<file path="config.mk">
export PLATFORM = sky130hd
export DESIGN_NAME = instr_fetch_unit
export DESIGN_NICKNAME = d
export VERILOG_FILES = /design/src/rtl/instr_fetch_unit.sv
export SDC_FILE = /design/constraint.sdc
export NUM_CORES = 1
export LEC_CHECK = 0
export ABC_AREA = 1
export BUFFER_PORTS_ARGS = -buffer_cell sky130_fd_sc_hd__clkbuf_2
export CORE_MARGIN = 3
export CORE_UTILIZATION = 30
export DETAILED_ROUTE_END_ITERATION = 16
export GPL_ROUTABILITY_DRIVEN = 1
export SKIP_LAST_GASP = 1
export SYNTH_ARGS = -nofsm -noshare
export SYNTH_HDL_FRONTEND = slang
export SYNTH_SLANG_ARGS = --single-unit
</file>
<file path="constraint.sdc">
create_clock -name clk -period 2.3 [get_ports clk]
set_input_delay 0 -clock clk [delete_from_list [all_inputs] [get_ports clk]]
set_output_delay 0 -clock clk [all_outputs]
set_load 0.05 [all_outputs]
</file>
<file path="src/rtl/instr_fetch_unit.sv">
// Instruction fetch front end: reads one word per cycle from synchronous imem,
// pairs extension-word opcodes with their immediate, and issues over valid/ready.
module instr_fetch_unit #(
    parameter int                 ADDR_W   = 16,
    parameter logic [ADDR_W-1:0]  RESET_PC = '0
) (
    input  logic              clk,
    input  logic              rst_n,
    output logic              imem_rd,
    output logic [ADDR_W-1:0] imem_addr,
    input  logic [15:0]       imem_data,
    input  logic              redirect,
    input  logic [ADDR_W-1:0] redirect_pc,
    output logic              out_valid,
    input  logic              out_ready,
    output logic [15:0]       out_instr,
    output logic [15:0]       out_imm,
    output logic              out_has_imm,
    output logic [ADDR_W-1:0] out_pc,
    output logic [15:0]       issue_cnt
);

    typedef enum logic [2:0] {
        S_IDLE   = 3'd0,
        S_FETCH  = 3'd1,
        S_DECODE = 3'd2,
        S_EXT    = 3'd3,
        S_ISSUE  = 3'd4
    } state_t;

    state_t            state_q, state_d;
    logic [ADDR_W-1:0] pc_q, pc_d;
    logic [15:0]       instr_q, instr_d;
    logic [15:0]       imm_q, imm_d;
    logic              has_imm_q, has_imm_d;
    logic [ADDR_W-1:0] out_pc_q, out_pc_d;
    logic [15:0]       issue_cnt_q, issue_cnt_d;
    logic              take_redirect;
    logic              need_ext;

    function automatic logic is_ext_op(input logic [4:0] op);
        case (op)
            5'b00001, 5'b00011, 5'b00111, 5'b10100,
            5'b10101, 5'b11100, 5'b11101, 5'b11111: return 1'b1;
            default:                                return 1'b0;
        endcase
    endfunction

    assign take_redirect = redirect && (state_q != S_IDLE);
    assign need_ext      = is_ext_op(imem_data[15:11]);

    always_ff @(posedge clk or negedge rst_n) begin
        if (!rst_n) begin
            state_q     <= S_IDLE;
            pc_q        <= RESET_PC;
            instr_q     <= '0;
            imm_q       <= '0;
            has_imm_q   <= 1'b0;
            out_pc_q    <= '0;
            issue_cnt_q <= '0;
        end else begin
            state_q     <= state_d;
            pc_q        <= pc_d;
            instr_q     <= instr_d;
            imm_q       <= imm_d;
            has_imm_q   <= has_imm_d;
            out_pc_q    <= out_pc_d;
            issue_cnt_q <= issue_cnt_d;
        end
    end

    always_comb begin
        state_d     = state_q;
        pc_d        = pc_q;
        instr_d     = instr_q;
        imm_d       = imm_q;
        has_imm_d   = has_imm_q;
        out_pc_d    = out_pc_q;
        issue_cnt_d = issue_cnt_q;

        // An accepted handshake counts even when a redirect lands in the same cycle.
        if (state_q == S_ISSUE && out_ready) begin
            issue_cnt_d = issue_cnt_q + 16'd1;
        end

        if (take_redirect) begin
            pc_d    = redirect_pc;
            state_d = S_FETCH;
        end else begin
            case (state_q)
                S_IDLE:  state_d = S_FETCH;
                S_FETCH: state_d = S_DECODE;
                S_DECODE: begin
                    instr_d  = imem_data;
                    out_pc_d = pc_q;
                    pc_d     = pc_q + ADDR_W'(1);
                    if (need_ext) begin
                        state_d = S_EXT;
                    end else begin
                        imm_d     = '0;
                        has_imm_d = 1'b0;
                        state_d   = S_ISSUE;
                    end
                end
                S_EXT: begin
                    imm_d     = imem_data;
                    has_imm_d = 1'b1;
                    pc_d      = pc_q + ADDR_W'(1);
                    state_d   = S_ISSUE;
                end
                S_ISSUE: begin
                    if (out_ready) begin
                        state_d = S_FETCH;
                    end
                end
                default: state_d = S_IDLE;
            endcase
        end
    end

    always_comb begin
        imem_rd   = 1'b0;
        imem_addr = pc_q;
        if (!take_redirect) begin
            case (state_q)
                S_FETCH: imem_rd = 1'b1;
                S_DECODE: begin
                    imem_rd   = need_ext;
                    imem_addr = pc_q + ADDR_W'(1);
                end
                default: imem_rd = 1'b0;
            endcase
        end
    end

    assign out_valid   = (state_q == S_ISSUE);
    assign out_instr   = instr_q;
    assign out_imm     = imm_q;
    assign out_has_imm = has_imm_q;
    assign out_pc      = out_pc_q;
    assign issue_cnt   = issue_cnt_q;

endmodule

</file>
==> impl_metrics.toml <==
[run_status]
status = "completed"

[yosys]
syn_area_per_cell_um2 = 7.59
syn_area_um2 = 4290
syn_nets = 603
ys_seq_elements = 84
synth_ff_type = "dfrtp_1"
synthArstFlopShare = 1.00
synth_edf_count = 0
yosysUniqueCellTypes = 29
ys.warnings.count = 0
seq_area_frac_synth = 0.490
synthCells = 565

[sta]
period_share = 0.929
hold_viol = 0
slew_headroom = 0.627
slew_violations = 0
skew_ps = 5.52
totalNegativeSetupSlack_ps = 0
setup_viol = 0
tightest_slew_ps = 560
fmaxAchievable_mhz = 468
fin_crit_ps = 2140
rsz0062_at_grt = "false"

[final_layout]
fill_cells = 1506
final_cell_mix = "nand2_1 (254), clkbuf_2 (116), dfrtp_1 (84)"
multi_input_area_um2 = 1860
num_antenna_cells = 0
final_common_cell = "nand2_1"
drive_above_1_share = 0.212
syn2layout_area_growth_pct = 31.5
instances_no_fill = 901
register_area_um2 = 2100
layout.nets = 756

[floorplanning]
die_area_um2 = 15800
design.core.area_um2 = 13900
start_util = 0.308
rows = 43
ios = 119
die_y_um = 126
die_w_um = 126

[pwr]
p_total_mw = 7.05
p_leak_nw = 2.98
pwr_density_cell_nw_per_um2 = 1250
ir_worst_vdd_mv = 0.590

[worst_hold_path]
min_from = "out_ready"
holdCritPathClass = "in2reg"
hold_depth = 4
whs_endpoint = "state_q[2]$_DFFE_PN0P_"

[global_routing]
grt_first_pass_wirelength_mm = 19.5
grt_max_degree = 44
antenna_found_initial = 0
grt_pass1_vias = 3907
grt_overflow = 0
grt_usage = 0.154

[setup_path]
path_cells = "ha_1, nand2_1, nor2_1, nand2_1, o21bai_1, nand3_1, o21ai_0, buf_2"
max_stage_delay_ps = 460
required_ps = 2300
r2r_cells = 8
r2r_start = "state_q[2]$_DFFE_PN0P_"
reg2reg_slack_ps = 720
critical-path-top-delay-family = "simple AND/OR/NAND/NOR gates"
arrival_ps = 2140
end_kind = "primary output"
crit_path_top_delay_cell = "dfrtp_1"
critPathBufInv = 1
cp_common_cell = "nand2_1"
cp_max_fo = 7
start_kind = "register"
r2r-end = "out_instr[8]$_DFFE_PN0P_"
critPathKind = "reg2out"

[placed_design]
gp_congestion = 0.800
dp_cells = 853
dpl.hpwl_mm = 8.42
port_buffers = 118

[drt]
routed_wl_mm = 11.8
drt_pre_antenna_iters = 4
remaining_drc_errors = 0
drt_iter0_markers = 189
viasPerCell = 4.44
vias = 3997
ant_nets = 0
wl_per_cell_um = 13.1

[cts]
htreeDepth = 3
cts_tree = "done"
postCtsSetupBuffers = 0
clock-sinks = 84
clock_path_buffers = 2
clkTransAtPathRegs_ps = 60
cts_root_buffer = "clkbuf_16"
cts_made_buffers = 9
clock_latency_ps = 340

[flow_run]
drv_cap = 0
[state kept, by name, indices dropped and copies added, names as in the netlist]
register and count:
out_has_imm 1, state_q 3, pc_q 16, out_imm 16, out_pc 16, issue_cnt 16, out_instr 16
[Yosys cell counts (2+ instances only)]
master,instances,area share
nand2_1,254,0.22
dfrtp_1,84,0.49
inv_1,48,0.042
o21ai_0,43,0.050
nor2_1,36,0.032
nand3_1,30,0.035
xor2_1,14,0.029
nand4_1,8,0.012
buf_4,6,0.011
nor2_4,5,0.013
buf_2,4,0.0047
inv_2,4,0.0035
o21ai_1,4,0.0047
a21oi_1,3,0.0035
buf_6,3,0.0079
nand2_2,3,0.0044
ha_1,2,0.0058
o211ai_1,2,0.0035
o221ai_1,2,0.0041
[cells by family (layout without fill, tap and decap cells)]
family | Yosys count | count (layout) | share of synthesized area
buffers and inverters | 69 | 225 | 0.0768
and+or+nand+nor | 339 | 339 | 0.327
DFF | 84 | 84 | 0.490
adders and majority gates | 2 | 2 | 0.00584
AOI/OAI and AO/OA | 56 | 56 | 0.0695
xor gates and xnor gates | 15 | 15 | 0.0306
[routing by layer]
layer  track usage  vias to the layer above  part of all wire
met5             0                        -                 0
met4        0.0555                        0             0.017
met3        0.0316                       14             0.039
met2         0.255                       78              0.47
met1         0.199                     1834              0.47
li1              -                     2071                 -
[repair_timing]
| item | 4_1_cts | 5_1_grt |
|---|---|---|
| resized for setup | 0 | 2 |
| hold buffers | 34 | 0 |
| endpoints found under the setup margin | 0 | 3 |
| endpoints found under the hold margin | 90 | 0 |
[worst max path at each step]
stage	start	endpoint	slack, ps	cells after the start
floorplan	state_q[2]$_DFFE_PN0P_	imem_addr[1]	290	6
global placement	pc_q[0]$_DFFE_PN0P_	imem_addr[14]	500	8
detailed placement	pc_q[0]$_DFFE_PN0P_	imem_addr[14]	460	8
CTS	pc_q[0]$_DFFE_PN0P_	imem_addr[14]	90	8
global route	pc_q[0]$_DFFE_PN0P_	imem_addr[10]	10	8
finish	pc_q[0]$_DFFE_PN0P_	imem_addr[10]	160	8
[cell type report]
cell class,count,share of cell area
flip-flops and latches,84,0.373
well taps,180,0.0399
repair buffers,157,0.174
clock inverters,2,0.00222
multi-input cells,412,0.330
clock buffers,12,0.0437
inverters,54,0.0373
[stage by stage]
| step | util | area (µm²) | setup slack, ps | hold slack, ps |
|---|---|---|---|---|
| after floorplan | - | 4290 | 287 | -296 |
| after global placement | 0.361 | 5040 | 498 | 34.3 |
| after detailed placement | 0.361 | 5040 | 461 | 29.0 |
| after CTS | 0.404 | 5640 | 86.5 | 14.1 |
| after global routing | 0.405 | 5640 | 12.9 | 43.4 |
| final | 0.405 | 5640 | 162 | 34.6 |
[worst reg2reg max path: stages (launching register included)]
cell and delay [ps]:
dfrtp_1 400, nor2_4 130, inv_2 60, nor2_4 100, nand2_4 190, inv_4 250
buf_4 250, nand2_1 70, nand2_1 60
[power breakdown]
| part | internal [mW] | switching (mW) |
|---|---|---|
| Combinational | 0.738 | 2.64 |
| Clock | 0.748 | 0.572 |
| Sequential | 1.97 | 0.394 |
| Total | 3.45 | 3.60 |
(Power assumes the default switching activity.)
